==> src/rtl/mult_seq_mnbit_pkg.sv <==
// mult_pkg: shared types and helpers for the sequential shift-add multiplier.
//   mult_state_t : control FSM states (IDLE, RUN, DONE)
//   cnt_width()  : width of the iteration counter for an N-bit multiplier
package mult_pkg;

  typedef enum logic [1:0] {
    IDLE = 2'd0,
    RUN  = 2'd1,
    DONE = 2'd2
  } mult_state_t;

  // Counter must be able to hold 0..N.
  function automatic int cnt_width(input int n);
    return $clog2(n + 1);
  endfunction

endpackage

==> src/rtl/mult_seq_mnbit_addsub.sv <==
// addsub_nbit: W-bit ripple-carry adder/subtractor.
//   a, b : operands
//   sub  : 0 -> sum = a + b, 1 -> sum = a - b (b inverted, carry-in = 1)
//   sum  : W-bit result, carry-out discarded (modulo 2^W)
module addsub_nbit #(
  parameter int W = 5
) (
  input  logic [W-1:0] a,
  input  logic [W-1:0] b,
  input  logic         sub,
  output logic [W-1:0] sum
);

  logic [W-1:0] b_eff;
  logic [W-1:0] carry;

  assign b_eff    = b ^ {W{sub}};
  assign carry[0] = sub;

  for (genvar i = 0; i < W; i++) begin : g_fa
    assign sum[i] = a[i] ^ b_eff[i] ^ carry[i];
    // The carry out of the top bit is not needed, so the chain stops at W-1.
    if (i < W - 1) begin : g_carry
      assign carry[i+1] = (a[i] & b_eff[i]) | (carry[i] & (a[i] ^ b_eff[i]));
    end
  end

endmodule

==> src/rtl/mult_seq_mnbit.sv <==
// mult_seq_mnbit: M x N sequential shift-add multiplier, one multiplier bit
// retired per clock, unsigned or two's-complement selectable per operation.
//   clk, rst_n           : clock, synchronous active-low reset
//   in_valid / in_ready  : operand handshake (a, b, is_signed sampled together)
//   out_valid / out_ready: result handshake, prod held until accepted
//   prod                 : (M+N)-bit product
// Build option: define MULT_ZERO_BYPASS_EN to finish zero-operand jobs after
// a single step instead of N.
module mult_seq_mnbit
  import mult_pkg::*;
#(
  parameter int M = 4,
  parameter int N = 4
) (
  input  logic           clk,
  input  logic           rst_n,
  input  logic           in_valid,
  output logic           in_ready,
  input  logic [M-1:0]   a,
  input  logic [N-1:0]   b,
  input  logic           is_signed,
  output logic           out_valid,
  input  logic           out_ready,
  output logic [M+N-1:0] prod
);

  localparam int            CW   = cnt_width(N);
  localparam logic [CW-1:0] LAST = CW'(N - 1);

  mult_state_t   state;
  logic [M:0]    mcand;
  logic          mode;
  logic [CW-1:0] cnt;
  logic [M+N:0]  p;        // {acc[M:0], multiplier[N-1:0]}

  logic [M:0]    acc;
  logic [M:0]    sum;
  logic [M:0]    acc_new;
  logic          sub;
  logic          fill;
  logic [M+N:0]  p_next;
  logic          bypass;

  assign acc = p[M+N:N];

  // The multiplier's sign bit carries weight -2^(N-1) in signed mode, so the
  // last partial product is subtracted instead of added.
  assign sub = mode && (cnt == LAST);

  addsub_nbit #(.W(M + 1)) u_addsub (
    .a   (acc),
    .b   (mcand),
    .sub (sub),
    .sum (sum)
  );

  assign acc_new = p[0] ? sum : acc;
  assign fill    = mode & acc_new[M];
  assign p_next  = {fill, acc_new, p[N-1:1]};

`ifdef MULT_ZERO_BYPASS_EN
  assign bypass = (a == '0) || (b == '0);
`else
  assign bypass = 1'b0;
`endif

  // NOTE: all state here is sequential, so every assignment is non-blocking;
  // blocking assignments would make the order of statements matter.
  always_ff @(posedge clk) begin
    if (!rst_n) begin
      state     <= IDLE;
      mcand     <= '0;
      mode      <= 1'b0;
      cnt       <= '0;
      p         <= '0;
      in_ready  <= 1'b0;
      out_valid <= 1'b0;
      prod      <= '0;
    end else begin
      case (state)
        IDLE: begin
          if (in_valid && in_ready) begin
            mcand    <= is_signed ? {a[M-1], a} : {1'b0, a};
            mode     <= is_signed;
            in_ready <= 1'b0;
            state    <= RUN;
            if (bypass) begin
              // A zero product: one step with an all-zero register yields 0,
              // so jump straight to the final iteration.
              p   <= '0;
              cnt <= LAST;
            end else begin
              p   <= {{(M+1){1'b0}}, b};
              cnt <= '0;
            end
          end else begin
            in_ready <= 1'b1;
          end
        end

        RUN: begin
          p   <= p_next;
          cnt <= cnt + 1'b1;
          if (cnt == LAST) begin
            state     <= DONE;
            out_valid <= 1'b1;
            prod      <= p_next[M+N-1:0];
          end
        end

        DONE: begin
          if (out_ready) begin
            state     <= IDLE;
            out_valid <= 1'b0;
            in_ready  <= 1'b1;
          end
        end

        default: begin
          state     <= IDLE;
          in_ready  <= 1'b0;
          out_valid <= 1'b0;
        end
      endcase
    end
  end

endmodule
==> config.mk <==
export PLATFORM = sky130hd
export DESIGN_NAME = mult_seq_mnbit
export DESIGN_NICKNAME = d
export VERILOG_FILES = /design/src/rtl/mult_seq_mnbit_pkg.sv /design/src/rtl/mult_seq_mnbit_addsub.sv /design/src/rtl/mult_seq_mnbit.sv
export SDC_FILE = /design/constraint.sdc
export NUM_CORES = 1
export LEC_CHECK = 0
export CAP_MARGIN = 40
export CORE_MARGIN = 2
export CORE_UTILIZATION = 45
export DETAILED_ROUTE_END_ITERATION = 8
export GPL_TIMING_DRIVEN = 0
export PLACE_DENSITY = 0.81
export SYNTH_ARGS = -nofsm -noshare
export SYNTH_HDL_FRONTEND = slang
export SYNTH_SLANG_ARGS = --single-unit
==> constraint.sdc <==
create_clock -name clk -period 4 [get_ports clk]
set_input_delay 0.8 -clock clk [delete_from_list [all_inputs] [get_ports clk]]
set_output_delay 0.8 -clock clk [all_outputs]
set_load 0.03 [all_outputs]
# Word-level counts from Yosys, hierarchy flattened

Cells that the tools add are included.

Bits in registers: 30
Bits of input ports: 13
Word-level logic and storage cells: 67
Output and inout port bits: 10

Mux-type cells: 16
$add $sub $neg: 1
Reduce and logical (&&, ||, !) cells: 10
Eq/ne operators: 6
Bitwise gates (word level): 26

Operators by type and width:

| cell                  | count |
|---|---|
| $pmux W9 S2           | 1 |
| $mux W5               | 2 |
| $xor A1 B1 Y1         | 10 |
| $and A1 B1 Y1         | 9 |
| $mux W9               | 1 |
| $reduce_and A2 Y1     | 4 |
| $mux W2               | 3 |
| $ne A2 B2 Y1 const B  | 3 |
| $pmux W1 S3           | 2 |
| $pmux W2 S3           | 1 |
| $pmux W3 S2           | 1 |
| $reduce_and A3 Y1     | 2 |
| $xor A5 B5 Y5         | 1 |
| $mux W1               | 4 |
| $or A1 B1 Y1          | 4 |
| $add A3 B1 Y3 const B | 1 |
| $eq A3 B2 Y1 const B  | 1 |
| $mux W3               | 1 |
| $eq A2 B1 Y1 const B  | 1 |
| $eq A2 B2 Y1 const B  | 1 |
| $logic_and A1 B1 Y1   | 2 |
| $logic_not A2 Y1      | 1 |
| $not A1 Y1            | 2 |
| $reduce_bool A2 Y1    | 1 |

# Logic depth before layout (Yosys ltp)

Gate-level depths: netlist (run 1).

Depth after elaboration: 16
Gate-level depth with buffers: 11
Mapped depth without buffers: 11

# Cells and area by module

A second synthesis (run 1) with hierarchy kept.

Cell total of the unflattened synthesis: 140
Area, all modules: 1445.1 um^2

Modules (own cells, without submodules):

| module         | cells each | sequential area each (um^2) | area each (um^2) | instances |
|---|---|---|---|---|
| mult_seq_mnbit | 123        | 600.6                       | 1275.0           | 1 |
| addsub_nbit    | 17         | 0.0                         | 170.2            | 1 |

# Least setup slack after synthesis (run 1)

No wires, ideal clock.

Path type: register to register
From: register cnt[0]
To: register p[7]
Slack: 0.993 ns
Setup time: 0.062 ns
Clock period less this slack: 3.007 ns
Arrival: 2.945 ns
Stages on the path, launching flop included: 12
Data required time: 3.938 ns
Path buffers: 0
Path through: dfxtp_1 ha_1 ha_1 nand2_1 xnor2_1 fa_1 fa_1 fa_1 xnor2_1 mux2i_2 or4_1 nand3_1

Word-level cells in the longest chain between the ends: 15
Elaborated cells on any way between the ends: 23
Those cells by class: eq/ne (1); mux (2); bitwise (19); reduce/logical (1)

Ends and longest elaborated chain:

| item                    | RTL line                    | text |
|---|---|---|
| start, declared         | mult_seq_mnbit.sv:33        | `logic [CW-1:0] cnt;` |
| start signal, assigned  | mult_seq_mnbit.sv:103       | `cnt <= cnt + 1'b1;` |
| $eq A3 B2 Y1 (*)        | mult_seq_mnbit.sv:48        | `assign sub = mode && (cnt == LAST);` |
| $logic_and A1 B1 Y1 (*) | mult_seq_mnbit.sv:48        |  |
| $xor A5 B5 Y5           | mult_seq_mnbit_addsub.sv:17 | `assign b_eff = b ^ {W{sub}};` |
| $xor A1 B1 Y1           | mult_seq_mnbit_addsub.sv:24 | `assign carry[i+1] = (a[i] & b_eff[i]) \| (carry[i] & (a[i] ^ b_eff[i]));` |
| $and A1 B1 Y1           | mult_seq_mnbit_addsub.sv:24 |  |
| $or A1 B1 Y1            | mult_seq_mnbit_addsub.sv:24 |  |
| $and A1 B1 Y1           | mult_seq_mnbit_addsub.sv:24 |  |
| $or A1 B1 Y1            | mult_seq_mnbit_addsub.sv:24 |  |
| $and A1 B1 Y1           | mult_seq_mnbit_addsub.sv:24 |  |
| $or A1 B1 Y1            | mult_seq_mnbit_addsub.sv:24 |  |
| $and A1 B1 Y1           | mult_seq_mnbit_addsub.sv:24 |  |
| $or A1 B1 Y1            | mult_seq_mnbit_addsub.sv:24 |  |
| $xor A1 B1 Y1 (*)       | mult_seq_mnbit_addsub.sv:21 | `assign sum[i] = a[i] ^ b_eff[i] ^ carry[i];` |
| $mux W5 (*)             | mult_seq_mnbit.sv:57        | `assign acc_new = p[0] ? sum : acc;` |
| $pmux W9 S2 (*)         | mult_seq_mnbit.sv:80        | `case (state)` |
| end signal, assigned    | mult_seq_mnbit.sv:93        | `p <= {{(M+1){1'b0}}, b};` |
| end signal, assigned    | mult_seq_mnbit.sv:102       | `p <= p_next;` |
| end, declared           | mult_seq_mnbit.sv:34        | `logic [M+N:0] p;` |

Mark *: on every way between the ends. The rest lies on a longest branch, timed or not.
A chain may end at the register's enable or synchronous reset.

# Final worst setup path (run 1)

From: register cnt[0]
To: register prod[7]

Word-level cells in the longest chain between the ends: 14
Elaborated cells on any way between the ends: 23
Those cells by class: eq/ne (1); mux (1); bitwise (19); reduce/logical (2)

Ends and longest elaborated chain:

| item                 | RTL line                                    | text |
|---|---|---|
| $eq A3 B2 Y1 (*)     | mult_seq_mnbit.sv:48, mult_seq_mnbit.sv:104 |  |
| $logic_and A1 B1 Y1  | mult_seq_mnbit.sv:48                        |  |
| $xor A5 B5 Y5        | mult_seq_mnbit_addsub.sv:17                 |  |
| $xor A1 B1 Y1        | mult_seq_mnbit_addsub.sv:24                 |  |
| $and A1 B1 Y1        | mult_seq_mnbit_addsub.sv:24                 |  |
| $or A1 B1 Y1         | mult_seq_mnbit_addsub.sv:24                 |  |
| $and A1 B1 Y1        | mult_seq_mnbit_addsub.sv:24                 |  |
| $or A1 B1 Y1         | mult_seq_mnbit_addsub.sv:24                 |  |
| $and A1 B1 Y1        | mult_seq_mnbit_addsub.sv:24                 |  |
| $or A1 B1 Y1         | mult_seq_mnbit_addsub.sv:24                 |  |
| $and A1 B1 Y1        | mult_seq_mnbit_addsub.sv:24                 |  |
| $or A1 B1 Y1         | mult_seq_mnbit_addsub.sv:24                 |  |
| $xor A1 B1 Y1        | mult_seq_mnbit_addsub.sv:21                 |  |
| $mux W5              | mult_seq_mnbit.sv:57                        |  |
| end signal, assigned | mult_seq_mnbit.sv:107                       | `prod <= p_next[M+N-1:0];` |
| end, declared        | mult_seq_mnbit.sv:24                        | `output logic [M+N-1:0] prod` |

Marked as above.

==> impl_metrics.json, run 1 <==
{
  "cts_hold_buf": 0,
  "hold_end": "p[1]$_SDFFE_PN0P_",
  "drv_slew": 0,
  "fin_worst_skew_ps": 2.63,
  "synth_edf_count": 0,
  "hold_class": "reg2reg",
  "via_per_inst": 5.53,
  "leakage_uw": 0.000631,
  "clk_pin_slew_ps": 90,
  "hold_violations": 0,
  "start_kind": "flop",
  "start_util_pct": 46.7,
  "powerDensity_nw_per_um2": 325,
  "place_ws_ps": 704,
  "p_comb_share_pct": 13.2,
  "synthTopCellsByArea": "dfxtp_1 (43%), mux2i_1 (8.6%), nor2_1 (5.6%)",
  "synth_warnings": 0,
  "sw_frac_of_total_pct": 26.1,
  "synth_common_cells": "dfxtp_1 (30), nor2_1 (21), mux2i_1 (12), nand2_1 (12), nor2b_1 (8)",
  "synth-seq-area-share_pct": 42.8,
  "reg2reg_depth": 11,
  "routabilityCongestion": 0.830,
  "cts_made_buffers": 5,
  "timing.fmax_ghz": 0.303,
  "yosysMostFrequentCell": "dfxtp_1",
  "die_w_um": 59.8,
  "vias": 1155,
  "synth_flop_cell": "dfxtp_1",
  "fin_ws_ps": 697,
  "die-area_um2": 3580,
  "synth.distinct_cells": 39,
  "status": "finished, final reports clean",
  "maxCapViolCount": 0,
  "postCtsSetupBuffers": 0,
  "die_height_um": 59.8,
  "period_share_pct": 82.6,
  "grt-ovfl-total": 0,
  "cts.sinks": 30,
  "cts_tree": "built",
  "nets": 194,
  "hold_depth": 2,
  "seqPwrFrac_pct": 57.6,
  "io_buffers": 22,
  "synth_top_area_share_pct": 42.8,
  "placed_area_um2": 1660,
  "worst_setup_path_end_kind": "flop",
  "worstSetupPathType": "reg2reg",
  "drc": 0,
  "syn_area_um2": 1400,
  "rows": 20,
  "r2r_end": "prod[7]$_SDFFE_PN0P_",
  "first_pass_iters": 4,
  "fin_tns_setup_ps": 0,
  "ys_ff_latch": 30,
  "rsz0062_at_grt": "false",
  "wl_per_cell_um": 14.1,
  "critPathRequiredTime_ps": 4210,
  "max_slew.worst_pin.slew_ps": 411,
  "holdCritStartpoint": "p[2]$_SDFFE_PN0P_",
  "drtIter0Drc": 36,
  "maxSlewHeadroom_pct": 72.6,
  "worstPathArrival_ps": 3510,
  "synth_nets": 165,
  "p_clk_share_pct": 29.3,
  "min_period_ps": 3300,
  "post_route_cells_drive_above_1_share_pct": 10.2,
  "synthArstFlopShare_pct": 0,
  "path_max_fanout": 5,
  "wl_um": 2950,
  "setup_viol": 0,
  "antenna_found_initial": 0,
  "grt_pass1_wl_um": 5050,
  "clock_latency_ps": 310,
  "syn_area_per_cell_um2": 9.54,
  "io-pin-count": 23,
  "antenna_cells": 0,
  "core-area_um2": 3000,
  "track_usage_pct": 18.9,
  "final_antenna_net_count": 0,
  "intPower_uw": 411,
  "cts_buffer_depth": 2,
  "ir_worst_vdd_v": 0.000168,
  "r2r_slack_ps": 700,
  "dp_hpwl_um": 2200,
  "cts_max_level": 2,
  "root_buffer": "clkbuf_4",
  "final_area_um2": 1710,
  "post_cts_resized": 0,
  "grt_pass1_vias": 1172,
  "netlist_instances": 147,
  "syn_to_final_growth_pct": 21.9,
  "grt_max_degree": 11,
  "synth_top_area_cell": "dfxtp_1",
  "reg2reg_from": "cnt[0]$_SDFFE_PN0P_",
  "p_sw_uw": 145
}
power by group through the flow:
stage	Combinational, µW	Clock, µW	Sequential [µW]
after floorplan	45.6	0	326
after global placement	70.0	0	326
after detailed placement	72.8	0	327
after CTS	73.4	167	320
after global routing	80.0	185	322
final	73.2	163	320
flip-flops by register name (all words and copies together) (netlist names):
| signal | count |
|---|---|
| state | 2 |
| out_valid | 1 |
| mode | 1 |
| mcand | 5 |
| cnt | 3 |
| in_ready | 1 |
| p | 9 |
| prod | 8 |
layer usage:
layer,track usage (%),vias up,share of wire (%)
met5,0,-,0
met4,5.71,0,1.4
met3,6.93,6,4.9
met2,32.1,34,51
met1,22.0,547,43
li1,-,568,-
kinds of logic after synthesis:
kind of cell / Yosys count / synth area share [%]
and+or+nand+nor: 60 / 21.9
muxes: 16 / 12.0
buffers and inverters: 10 / 3.39
DFF: 30 / 42.8
xor gates and xnor gates: 6 / 3.75
AOI/OAI and AO/OA: 20 / 10.2
adders and majority gates: 5 / 6.07
how the worst max path moves through the flow:
stage          slack (ps)           startpoint  depth (start not counted)                    to
2_1_floorplan         990  cnt[0]$_SDFFE_PN0P_                         11     p[7]$_SDFFE_PN0P_
3_3_place_gp          780  cnt[0]$_SDFFE_PN0P_                         11  prod[7]$_SDFFE_PN0P_
3_5_place_dp          700  cnt[0]$_SDFFE_PN0P_                         11  prod[7]$_SDFFE_PN0P_
4_1_cts               700  cnt[0]$_SDFFE_PN0P_                         11  prod[7]$_SDFFE_PN0P_
5_1_grt               540  cnt[0]$_SDFFE_PN0P_                         11  prod[7]$_SDFFE_PN0P_
6_report              700  cnt[0]$_SDFFE_PN0P_                         11  prod[7]$_SDFFE_PN0P_
critical path: stages (launching register included):
cell	delay (ps)
dfxtp_1	360
ha_1	150
ha_1	230
nand2_1	180
xnor2_1	190
fa_1	410
fa_1	400
fa_1	400
xnor2_1	220
mux2i_2	360
xor2_1	200
a21oi_1	80
final cells by class:
cell class / count / area (µm²)
multi-input cells: 107 / 754
clock buffers: 7 / 45.0
flip-flops and latches: 30 / 601
repair buffers: 22 / 220
well taps: 33 / 41.3
plain buffers: 7 / 36.3
inverters: 3 / 11.3
fillers: 260 / 1290
cells in the final DEF, fill, tap and decap left out, types with 2 or more instances in the layout:
cell type	n
dfxtp_1	30
clkdlybuf4s50_1	22
nor2_1	21
nand2_1	12
mux2i_1	12
nor2b_1	8
xnor2_1	5
a21oi_1	5
clkbuf_4	5
o21ai_0	4
clkbuf_1	4
nand3_1	4
a22oi_1	4
mux2_2	3
a311oi_1	3
fa_1	3
buf_4	2
nor3b_1	2
buf_2	2
nand4_1	2
inv_1	2
ha_1	2
through the flow:
stage | cells | util, % | hold slack [ps] | total power, µW
after floorplan | 147 | - | 454 | 372
after global placement | 202 | 55.4 | 471 | 396
after detailed placement | 202 | 55.4 | 490 | 400
after CTS | 209 | 56.9 | 502 | 561
after global routing | 209 | 56.9 | 534 | 587
final | 209 | 56.9 | 499 | 556
(Power assumes the default switching activity.)
==> run 2, diff against run 1 <==
--- a/config.mk
+++ b/config.mk
@@ -10,7 +10,7 @@
 export CORE_UTILIZATION = 45
 export DETAILED_ROUTE_END_ITERATION = 8
 export GPL_TIMING_DRIVEN = 0
-export PLACE_DENSITY = 0.81
+export PLACE_DENSITY = 0.84
 export SYNTH_ARGS = -nofsm -noshare
 export SYNTH_HDL_FRONTEND = slang
 export SYNTH_SLANG_ARGS = --single-unit
==> constraint.sdc (replaced) <==
create_clock -name clk -period 2.8 [get_ports clk]
set_input_delay 0.56 -clock clk [delete_from_list [all_inputs] [get_ports clk]]
set_output_delay 0.56 -clock clk [all_outputs]
set_load 0.03 [all_outputs]
==> run 2 against run 1 <==
  * The run now ends with setup timing left
  * Design area is 5.3% higher
  * Sequential share of layout area is 1.5 points lower
  * First-iteration DRC count is 25% higher
  * Critical path depth stayed put
  * Clock-buffer cell count stayed put
  * Flip-flop and latch count stayed put
  * Fmax is 15% higher
  * Cell count is 1.4% higher
  * Die area stayed put
  * Clock power is 63% higher
  * Total power is 49% higher
  * Routed wire length is 1.7% higher
==> impl_metrics.json, run 2 (synthesized netlist as in run 1, its figures left out) <==
{
  "status": "finished, violations left",
  "violations": "setup timing",
  "worst_setup_path_end_kind": "flop",
  "fin_ws_ps": -59.9,
  "track_usage_pct": 19.2,
  "final_util_pct": 59.9,
  "r2r_slack_ps": -60,
  "wl_um": 3000,
  "dp_hpwl_um": 2260,
  "crit_path_max_incr_delay_ps": 370,
  "vias": 1152,
  "regMostFlops": "p",
  "largest_reg_flops": 9,
  "start_kind": "flop",
  "die_w_um": 59.8,
  "grt_pass1_vias": 1185,
  "antenna_found_initial": 0,
  "cts_made_buffers": 5,
  "placed_area_um2": 1700,
  "critPathRequiredTime_ps": 3020,
  "ir_worst_vdd_v": 0.000193,
  "die_height_um": 59.8,
  "grt-ovfl-total": 0,
  "placedCellCount": 202,
  "crit_family": "adder cells",
  "worstPathArrival_ps": 3080,
  "die-area_um2": 3580,
  "crit_path_end": "prod[7]$_SDFFE_PN0P_",
  "powerDensity_nw_per_um2": 462,
  "setup_viol": 3,
  "cts_max_level": 2,
  "maxSlewHeadroom_pct": 70.9,
  "p_comb_share_pct": 12.8,
  "intPower_uw": 615,
  "io-pin-count": 23,
  "reg2reg_from": "cnt[0]$_SDFFE_PN0P_",
  "seqPwrFrac_pct": 55.4,
  "max_slew.worst_pin.slew_ps": 436,
  "drc": 0,
  "rows": 20,
  "min_period_ps": 2860,
  "final_antenna_net_count": 0,
  "crit_cells": 11,
  "finalHoldWorstSlack_ps": 500,
  "hold_violations": 0,
  "grt_pass1_wl_um": 4990,
  "slowest_stage": "dfxtp_4",
  "grt_max_degree": 11,
  "final_common_cell": "dfxtp_1",
  "first_pass_iters": 4,
  "syn_to_final_growth_pct": 28.3,
  "via_per_inst": 5.43,
  "nFillCells": 264,
  "p_clk_share_pct": 31.8,
  "hold_class": "reg2reg",
  "r2r_end": "prod[7]$_SDFFE_PN0P_",
  "maxCapViolCount": 0,
  "timing.fmax_ghz": 0.350,
  "clock_latency_ps": 330,
  "rsz0062_at_grt": "true",
  "fin_worst_skew_ps": 9.29,
  "final_area_um2": 1800,
  "clk_pin_slew_ps": 90,
  "nets": 196,
  "stdcell_count": 212,
  "largestRegisters": "p x9, prod x8, mcand x5",
  "reg2reg_depth": 11,
  "sw_frac_of_total_pct": 26.0,
  "cts_buffer_depth": 2,
  "cts.sinks": 30,
  "leakage_uw": 0.000668,
  "path_max_fanout": 5,
  "antenna_cells": 0,
  "root_buffer": "clkbuf_4",
  "crit_chain": "ha_4 -> ha_4 -> nand2_4 -> xnor2_2 -> fa_2 -> fa_2 -> fa_2 -> xnor2_2 -> mux2i_2 -> xor2_1 -> a21oi_1",
  "drv_slew": 0,
  "cts_tree": "built",
  "drtIter0Drc": 45,
  "worstSetupStartpoint": "cnt[0]$_SDFFE_PN0P_",
  "cp_common_cell": "fa_2",
  "routabilityCongestion": 0.849,
  "mostFrequentLayoutCells": "dfxtp_1 (28), clkdlybuf4s50_1 (22), nor2_1 (21)",
  "p_sw_uw": 216,
  "io_buffers": 22,
  "wl_per_cell_um": 14.1,
  "period_share_pct": 102,
  "place_ws_ps": -215,
  "start_util_pct": 46.7,
  "post_route_cells_drive_above_1_share_pct": 17.9,
  "core-area_um2": 3000,
  "worstSetupPathType": "reg2reg",
  "cts_hold_buf": 0,
  "crit_buf_inv": 0
}
-- run 2: changes by cell type in the layout (fill, tap and decap cells not counted), sizes merged --
cell | before | now
clkinv | 0 | 1
buf | 5 | 7
-- run 2: layout make-up --
type,instances,area [µm²],area share [%]
Timing Repair Buffer,24,235,13.1
Clock inverter,1,5.00,0.278
Clock buffer,7,55.1,3.06
Buffer,7,36.3,2.02
Sequential cell,30,606,33.7
Inverter,3,11.3,0.626
Multi-Input combinational cell,107,810,45.0
Tap cell,33,41.3,2.29
-- run 2: per-layer routing --
layer / GRT usage, % / routed length (µm)
met1: 19.2 / 1260
met2: 34.5 / 1550
met3: 7.14 / 137
met4: 9.84 / 54
met5: 0 / 0
-- run 2: how the worst min path moves through the flow --
stage	to	from	depth (start not counted)
6_report	cnt[2]$_SDFFE_PN0P_	cnt[2]$_SDFFE_PN0P_	2
4_1_cts	cnt[2]$_SDFFE_PN0P_	cnt[2]$_SDFFE_PN0P_	2
5_1_grt	p[2]$_SDFFE_PN0P_	p[3]$_SDFFE_PN0P_	2
3_3_place_gp	cnt[2]$_SDFFE_PN0P_	cnt[2]$_SDFFE_PN0P_	2
2_1_floorplan	cnt[2]$_SDFFE_PN0P_	cnt[2]$_SDFFE_PN0P_	2
3_5_place_dp	cnt[2]$_SDFFE_PN0P_	cnt[2]$_SDFFE_PN0P_	2
-- run 2: through the flow --
stage	setup TNS (ps)	power, µW
6_report	-120	831
5_1_grt	-391	873
4_1_cts	-182	840
3_5_place_dp	-530	574
3_3_place_gp	-330	567
2_1_floorplan	0	532
-- run 2: tightest hold or removal path, delay by kind of cell, from the launching register on --
family / cells / cell delay [ps]
AO/OA/AOI/OAI: 1 / 60
flip-flops: 1 / 340
AND/OR/NAND/NOR: 1 / 70
-- run 2: timing repair --
item,in CTS,in global routing
endpoints found under the setup margin,3,3
pin swaps,7,3
buffers inserted,2,0
resized for setup,5,1
-- run 2: power groups by stage --
stage | clock network, µW | logic (µW) | registers [µW]
floorplan | 0 | 65.9 | 466
global placement | 0 | 101 | 467
detailed placement | 0 | 105 | 469
CTS | 274 | 106 | 460
global route | 294 | 117 | 462
finish | 265 | 106 | 460
==> run 3, diff against run 2 <==
--- a/config.mk
+++ b/config.mk
@@ -5,12 +5,14 @@
 export SDC_FILE = /design/constraint.sdc
 export NUM_CORES = 1
 export LEC_CHECK = 0
+export ABC_AREA = 1
 export CAP_MARGIN = 40
 export CORE_MARGIN = 2
 export CORE_UTILIZATION = 45
 export DETAILED_ROUTE_END_ITERATION = 8
 export GPL_TIMING_DRIVEN = 0
 export PLACE_DENSITY = 0.84
+export SETUP_SLACK_MARGIN = 0.15
 export SYNTH_ARGS = -nofsm -noshare
 export SYNTH_HDL_FRONTEND = slang
 export SYNTH_SLANG_ARGS = --single-unit
==> run 3 against run 2 <==
  * Area after synthesis shrank 2.0%
  * Die area shrank 1.8%
  * Non-clock buffer count shrank 2
  * Sequential share of layout area grew 0.14 points
  * Largest power group unchanged
  * The flow now finishes without violations
  * Setup slack gained 150 ps
  * Critical path depth grew 6
==> impl_metrics.json, run 3 <==
{
  "ir_worst_vdd_v": 0.000309,
  "worstPathArrival_ps": 2910,
  "synthArstFlopShare_pct": 0,
  "io_buffers": 22,
  "clk_pin_slew_ps": 90,
  "die_w_um": 59.3,
  "timing.fmax_ghz": 0.369,
  "worstSetupStartpoint": "cnt[0]$_SDFFE_PN0P_",
  "nets": 221,
  "final_antenna_net_count": 0,
  "antenna_cells": 0,
  "regMostFlops": "p",
  "drv_slew": 0,
  "dp_hpwl_um": 1950,
  "syn_area_um2": 1380,
  "reg2reg_depth": 17,
  "synth_edf_count": 0,
  "antenna_found_initial": 0,
  "min_period_ps": 2710,
  "fin_worst_skew_ps": 3.06,
  "grt_pass1_vias": 1138,
  "maxSlewHeadroom_pct": 64.7,
  "via_per_inst": 5.18,
  "synth-seq-area-share_pct": 43.7,
  "grt_pass1_wl_um": 5150,
  "maxCapViolCount": 0,
  "period_share_pct": 96.8,
  "synth_top_area_share_pct": 43.7,
  "drc": 0,
  "routabilityCongestion": 0.781,
  "cts_max_level": 2,
  "total_power_uw": 832,
  "r2r_end": "prod[7]$_SDFFE_PN0P_",
  "synth_top_area_cell": "dfxtp_1",
  "ys_ff_latch": 30,
  "r2r_slack_ps": 90,
  "powerDensity_nw_per_um2": 465,
  "rsz0062_at_grt": "true",
  "max_slew.worst_pin.slew_ps": 530,
  "path_max_fanout": 4,
  "finalHoldWorstSlack_ps": 465,
  "clock_latency_ps": 340,
  "die-area_um2": 3510,
  "syn_area_per_cell_um2": 7.99,
  "synth_common_cells": "nand2_1 (51), dfxtp_1 (30), a21oi_1 (20), nor2_1 (11), o21ai_0 (8)",
  "largest_reg_flops": 9,
  "synth_flop_cell": "dfxtp_1",
  "wl_per_cell_um": 12.4,
  "track_usage_pct": 20.0,
  "largestRegisters": "p x9, prod x8, mcand x5",
  "final_util_pct": 60.2,
  "wl_um": 2920,
  "holdCritStartpoint": "prod[0]$_SDFFE_PN0P_",
  "final_common_cell": "nand2_1",
  "io-pin-count": 23,
  "netlist_instances": 172,
  "mostFrequentLayoutCells": "nand2_1 (45), dfxtp_1 (28), clkdlybuf4s50_1 (22)",
  "yosysMostFrequentCell": "nand2_1",
  "synthTopCellsByArea": "dfxtp_1 (44%), nand2_1 (14%), a21oi_1 (7.3%)",
  "synth_nets": 190,
  "hold_violations": 0,
  "worst_setup_path_end_kind": "flop",
  "worstSetupPathType": "reg2reg",
  "grt_max_degree": 11,
  "crit_path_end": "prod[7]$_SDFFE_PN0P_",
  "stdcell_count": 235,
  "leakage_uw": 0.000677,
  "status": "finished, final reports clean",
  "rows": 20,
  "first_pass_iters": 4,
  "drtIter0Drc": 32,
  "start_kind": "flop",
  "cts.sinks": 30,
  "cts_tree": "built",
  "critPathRequiredTime_ps": 3010,
  "die_height_um": 59.3,
  "placedCellCount": 227,
  "post_route_cells_drive_above_1_share_pct": 20.3,
  "core-area_um2": 2980,
  "cts_buffer_depth": 2,
  "grt-ovfl-total": 0,
  "synth_warnings": 0,
  "fin_tns_setup_ps": 0,
  "vias": 1218,
  "syn_to_final_growth_pct": 30.3,
  "nFillCells": 253,
  "setup_viol": 0,
  "root_buffer": "clkbuf_4",
  "start_util_pct": 46.2,
  "cts_made_buffers": 5,
  "synth.distinct_cells": 25,
  "hold_class": "reg2reg",
  "reg2reg_from": "cnt[0]$_SDFFE_PN0P_"
}
run 3: cell types whose count changed after synthesis, moves of 8 or more:
cell / previous run / this run
a21oi_1: 5 / 20
mux2i_1: 12 / 0
nand2_1: 12 / 51
nor2_1: 21 / 11
nor2b_1: 8 / 0
run 3: timing repair:
item                       in CTS  in global routing
pin swaps                       0                  2
hold buffers                    0                  0
setup endpoints to repair       5                  3
gates resized for setup        11                 10
setup buffers                   2                  0
run 3: worst max-delay path, cell delays in order, from the launching register on:
cell and delay (ps):
dfxtp_4 370, ha_4 140, ha_4 160, nand2_8 70
xnor2_4 140, fa_2 360, fa_2 340, fa_2 360
inv_2 60, nand2_2 50, nand2_2 70, nand2_2 60
nand2_2 60, nand2_1 50, nand2_1 70, nand2_2 70
nand2_1 70, a21oi_1 60
run 3: worst min-delay path by stage:
stage	end	slack (ps)	cells after the start
2_1_floorplan	cnt[0]$_SDFFE_PN0P_	430	1
3_3_place_gp	prod[0]$_SDFFE_PN0P_	450	2
3_5_place_dp	prod[0]$_SDFFE_PN0P_	450	2
4_1_cts	prod[0]$_SDFFE_PN0P_	470	2
5_1_grt	prod[2]$_SDFFE_PN0P_	480	2
6_report	prod[0]$_SDFFE_PN0P_	460	2
run 3: power by group:
group	internal (µW)	switching (µW)
combinational	49.5	65.9
sequential	444	16.7
clock	113	144
run 3: cell families after synthesis:
group | after synthesis | synth area share [%]
and+or+nand+nor | 74 | 25.2
AOI/OAI and AO/OA | 38 | 14.3
DFF | 30 | 43.7
buffers and inverters | 18 | 5.64
adders and majority gates | 5 | 6.19
xor gates and xnor gates | 4 | 2.55
muxes | 3 | 2.46
run 3: cell type report:
type | instances | area [µm²] | share of cell area (%)
Multi-Input combinational cell | 124 | 781 | 43.6
Buffer | 5 | 21.3 | 1.19
Tap cell | 33 | 41.3 | 2.30
Timing Repair Buffer | 24 | 235 | 13.1
Sequential cell | 30 | 606 | 33.8
Clock buffer | 6 | 51.3 | 2.86
Inverter | 13 | 56.3 | 3.14
run 3: routing by layer:
metal / vias to the layer above / GRT usage [%] / wire length (µm)
li1: 620 / - / -
met1: 559 / 24.2 / 1320
met2: 32 / 32.7 / 1410
met3: 7 / 6.11 / 142
met4: 0 / 8.44 / 55
met5: - / 0 / 0
run 3: per-stage QoR:
step / worst slack [ps] / instance area, µm²
finish: 90.9 / 1790
global route: -52.7 / 1790
CTS: 128 / 1760
detailed placement: -49.8 / 1640
global placement: -5.92 / 1640
floorplan: 153 / 1380
